`config.mk`:
```
export PLATFORM = sky130hd
export DESIGN_NAME = multi_counter
export DESIGN_NICKNAME = d
export VERILOG_FILES = /design/src/rtl/multi_counter.sv
export SDC_FILE = /design/constraint.sdc
export NUM_CORES = 1
export LEC_CHECK = 0
export ABC_AREA = 1
export CAP_MARGIN = 20
export CORE_MARGIN = 5
export CORE_UTILIZATION = 40
export CTS_BUF_LIST = sky130_fd_sc_hd__clkbuf_8
export DETAILED_ROUTE_END_ITERATION = 12
export GPL_TIMING_DRIVEN = 0
export PLACE_DENSITY = 0.58
export SYNTH_ARGS = -nofsm -noshare
export SYNTH_HDL_FRONTEND = slang
export SYNTH_SLANG_ARGS = --single-unit
```
`constraint.sdc`:
```
create_clock -name clk -period 1.85 [get_ports clk]
set_input_delay 0.37 -clock clk [delete_from_list [all_inputs] [get_ports clk]]
set_output_delay 0.37 -clock clk [all_outputs]
set_load 0.03 [all_outputs]
```
`src/rtl/multi_counter.sv`:
```
// Prescaled up/down counter over DIGITS 4-bit digits: per-digit decimal (BCD=1) or plain binary (BCD=0).
// Synchronous clear/load take priority over tick-gated count steps; Rc flags a wrapping step.
module multi_counter #(
  parameter int unsigned DIGITS = 4,
  parameter int unsigned BCD    = 1,
  parameter int unsigned DIV    = 50_000_000
) (
  input  logic                  clk,
  input  logic                  RST_n,
  input  logic                  en,
  input  logic                  up,
  input  logic                  clr,
  input  logic                  load,
  input  logic [4*DIGITS-1:0]   load_val,
  output logic [4*DIGITS-1:0]   Q,
  output logic                  tick,
  output logic                  Rc
);

  localparam int unsigned W        = 4 * DIGITS;
  localparam int unsigned WC       = W + 1;
  localparam int unsigned PW       = (DIV > 1) ? $clog2(DIV) : 1;
  localparam logic [PW-1:0] PRE_LAST = PW'(DIV - 1);

  logic [PW-1:0] pre_q;
  logic [PW-1:0] pre_d;
  logic          pre_last_c;

  logic [W-1:0]  up_val_c;
  logic [W-1:0]  dn_val_c;
  logic [W-1:0]  sat_val_c;
  logic          up_wrap_c;
  logic          dn_wrap_c;

  logic [W-1:0]  q_d;
  logic          rc_d;
  logic          step_c;

  // Free-running prescaler; tick is registered so it lands one cycle after pre_q reaches the end.
  always_comb begin
    pre_last_c = (pre_q == PRE_LAST);
    pre_d      = pre_last_c ? '0 : pre_q + PW'(1);
  end

  generate
    if (BCD != 0) begin : g_bcd
      logic [DIGITS:0] carry;
      logic [DIGITS:0] borrow;

      assign carry[0]  = 1'b1;
      assign borrow[0] = 1'b1;

      // Ripple carry/borrow through the decimal digits; loaded digits above 9 saturate.
      for (genvar i = 0; i < DIGITS; i++) begin : g_dig
        logic [3:0] d;
        logic [3:0] lv;

        assign d  = Q[4*i +: 4];
        assign lv = load_val[4*i +: 4];

        assign up_val_c[4*i +: 4]  = !carry[i]  ? d : ((d == 4'd9) ? 4'd0 : d + 4'd1);
        assign dn_val_c[4*i +: 4]  = !borrow[i] ? d : ((d == 4'd0) ? 4'd9 : d - 4'd1);
        assign carry[i+1]          = carry[i]  && (d == 4'd9);
        assign borrow[i+1]         = borrow[i] && (d == 4'd0);
        assign sat_val_c[4*i +: 4] = (lv > 4'd9) ? 4'd9 : lv;
      end

      assign up_wrap_c = carry[DIGITS];
      assign dn_wrap_c = borrow[DIGITS];
    end else begin : g_bin
      assign {up_wrap_c, up_val_c} = {1'b0, Q} + WC'(1);
      assign dn_val_c              = Q - W'(1);
      assign dn_wrap_c             = (Q == '0);
      assign sat_val_c             = load_val;
    end
  endgenerate

  // Next count: clear, then load, then tick-gated step, else hold.
  always_comb begin
    q_d    = Q;
    rc_d   = 1'b0;
    step_c = tick && en && !clr && !load;
    if (clr) begin
      q_d = '0;
    end else if (load) begin
      q_d = sat_val_c;
    end else if (step_c) begin
      q_d  = up ? up_val_c  : dn_val_c;
      rc_d = up ? up_wrap_c : dn_wrap_c;
    end
  end

  always_ff @(posedge clk or negedge RST_n) begin
    if (!RST_n) begin
      pre_q <= '0;
      tick  <= 1'b0;
      Q     <= '0;
      Rc    <= 1'b0;
    end else begin
      pre_q <= pre_d;
      tick  <= pre_last_c;
      Q     <= q_d;
      Rc    <= rc_d;
    end
  end

endmodule
```
==> metrics.md <==
| Metric | Value |
|---|---|
| Die X | around 97 µm |
| Tot Pwr | ~2400 µW |
| DRC Markers | 0 |
| Simple-gate share of the synthesized area | around two fifths |
| Antenna cells | 0 |
| CP arrival | about 1400 ps |
| Hold path startpoint | pre_q[0] |
| Slowest CP cell | clkdlybuf4s50_1 |
| Vias per cell | 4.91 |
| Antenna violations before repair | 0 |
| Clock root cell | clkbuf_8 |
| Max stage delay on crit path | ~710 ps |
| #FFs+latches synth | between 40 and 50 |
| Max Cap Viol | 0 |
| Max-slew violations | 0 |
| Placer Congestion | around 0.86 |
| R2R depth | 9 |
| Worst Setup SP | Q[15] |
| Tcrit/Tclk final | 97.6% |
| Levels on crit path | 1 |
| YS warnings | 0 |
| Multiplexer share of the synthesized area | 0% |
| Post-synthesis xor/xnor area fraction | about 3.7% |
| Later-pin clock latency in the skew report | between 200 and 300 ps |
| Core footprint | about 7300 µm² |
| Layout cells sized above 1 | 9.18% |
| Setup slack at placement | -282 ps |
| Final core utilization | between 50% and 60% |
| Crit path buffers/inverters | 1 |
| Die Area | roughly 9500 µm² |
| Fin nets | 530 |
| CTS Buf Count | 5 |
| Synth Area in Compound Gates | about a tenth |
| Setup Crit Path Kind | reg2out |
| Worst setup EP type | primary output |
| Fin cells | 600 |
| WL final | between 7 and 8 mm |
| Status | complete, no violations |
| I/O Pins | 40 |
| Area delta synth->final | 21.8% |
| Max transition margin | 61.8% |
| Count of final hold-check violations | 0 |
| Vias | ~2900 |
| Vias in the first global route | about 2800 |
| Largest net degree at the start of global routing | 31 |
| Startpoint types | flip-flop |
| Die Height | 97.3 µm |
| Leakage | 0.00186 µW |
| Skew final | slightly below 5 ps |
| Row count | 31 |
| Syn avg cell area | between 6 and 7 µm² |
| Clock transition at path regs | 80 ps |
| DRT Pass-1 Iters | 4 |
| TritonCTS Sinks | 44 |
| Post-route setup slack | ~44 ps |
| Netlist cell types | 28 |
| Post-synthesis sequential area ratio | between 30% and 40% |
| Post-synth net total | ~480 |
| Syn Inst Count | 453 |
| Worst Hold Path Cells | 1 |
| Initial DRC count | 92 |
| Actual slew at the worst max-slew pin | approximately 570 ps |
| Largest family of logic cells by synthesized area | simple AND/OR/NAND/NOR gates |
| Antenna-violating nets left | 0 |
| Largest fanout on the critical path | 6 |
| VDD IR-drop max | 0.271 mV |
| Initial Util | a little over two fifths |
| PD cells | around 640 nW/µm² |
| Crit path max-delay family | buffers and inverters |
| Cell area after synthesis | just over 3000 µm² |
| DP Cell Count | ~600 |
| Global-route wire length before repair | around 13 mm |
| Crit-path cells | clkdlybuf4s50_1 |
| CP required | between 1000 and 1500 ps |
| Hold Crit Class | reg2reg |
| Global Route Usage Sum | approximately 17% |
| Minimum clock period | ~1800 ps |
| Longest Clk Path Bufs | 2 |
| Final setup viols | 0 |
| # port buffers | 38 |
| Worst R2R Start | Q[8] |
| Max Clk Rate | about 550 MHz |
| Synth Area in Adders | 2.87% |
| CTS tree | built |
| HPWL Detailed | ~6 mm |
| Wire per inst | about 13 µm |
| Overflow after GRT | 0 |
| H-tree Lvls | 2 |
## cells in the mapped netlist
library cell    n  share of area (%)
a21oi_2         1               0.29
nand4_1         9                1.8
buf_2           2               0.33
inv_2           5               0.62
nor3_1          6               0.98
o211ai_1        7                1.7
o21a_1          1               0.25
a21oi_1        13                2.1
nand3_1        54                8.9
nand2_1       117                 14
dfrtp_1        44                 36
nand3_2         1               0.33
xor2_1          9                2.6
nor2_4          3                1.1
buf_4           1               0.25
xnor2_1         4                1.1
nor2_1         65                8.0
o22ai_1         3               0.62
nor2_2          8                1.6
nand2_2         4               0.82
nor3_4          1               0.53
clkbuf_1        2               0.25
o21ai_0        25                4.1
nand2_4         1               0.37
inv_1          57                7.0
o21ai_1         2               0.33
ha_1            7                2.9
nand3_4         1               0.57
## sequential cells by signal, summed over array words and instances (netlist names)
| name | count |
|---|---|
| pre_q | 26 |
| tick | 1 |
| Q | 16 |
| Rc | 1 |
## through the flow
step / cell area [µm²] / hold WS, ps / setup TNS, ps
2_1_floorplan: 3050 / 74.4 / 0
3_5_place_dp: 3570 / 303 / -2610
3_3_place_gp: 3560 / 451 / -36250
5_1_grt: 3720 / 496 / -1.29
6_report: 3720 / 463 / 0
4_1_cts: 3660 / 473 / 0
## cells in the final DEF, fill, tap and decap left out, types with 7 or more instances in the layout
cell,instances
clkdlybuf4s50_1,29
dfrtp_1,42
nand3_1,53
a21oi_1,13
nor2_2,9
o211ai_1,7
nand4_1,9
inv_1,56
nand2_1,117
o21ai_0,25
xor2_1,9
nor2_1,62
## final timing paths
| kind | endpoint | slack [ps] |
|---|---|---|
| worst max-delay path | Q[15] | 40 |
| worst min-delay path | pre_q[0] | 460 |
| worst max register to register | Q[12] | 160 |
| worst min register to register | pre_q[0] | 460 |
| max in group asynchronous | Q[8] | 850 |
| min in group asynchronous | pre_q[1] | 520 |
## repair_timing
item                                    CTS  global route
hold buffers                              1             0
endpoints found under the hold margin    14             0
gates resized for setup                   2            17
pin swaps                                 0             1
setup buffers                             0             1
endpoints found under the setup margin    2            23
## power by group
group / switching, µW / internal, µW / total, µW
registers: 72.2 / 1010 / 1080
clock network: 328 / 256 / 584
logic: 440 / 269 / 709
total: 839 / 1530 / 2370
## kinds of logic after synthesis
| family | Yosys count |
|---|---|
| adder cells (fa/ha/maj) | 7 |
| flip-flops | 44 |
| AND/OR/NAND/NOR | 270 |
| AO/OA/AOI/OAI | 52 |
| buffers and inverters | 67 |
| XOR/XNOR | 13 |
## final cells by class
| cell class | instances | area, µm² |
|---|---|---|
| tap | 99 | 124 |
| fill | 746 | 3610 |
| multi-input combinational | 342 | 1730 |
| timing repair buffer | 41 | 425 |
| clock inverter | 2 | 12.5 |
| inverter | 62 | 233 |
| buffer | 5 | 25.0 |
| sequential | 44 | 1100 |
| clock buffer | 5 | 68.8 |
## per-layer routing
metal	up-vias	GRT usage (%)	share of wire (%)
met4	0	4.69	0.72
met5	-	0	0
met1	1360	21.0	46
met2	42	28.7	51
li1	1540	-	-
met3	4	2.87	2.6
(Power assumes the default switching activity.)
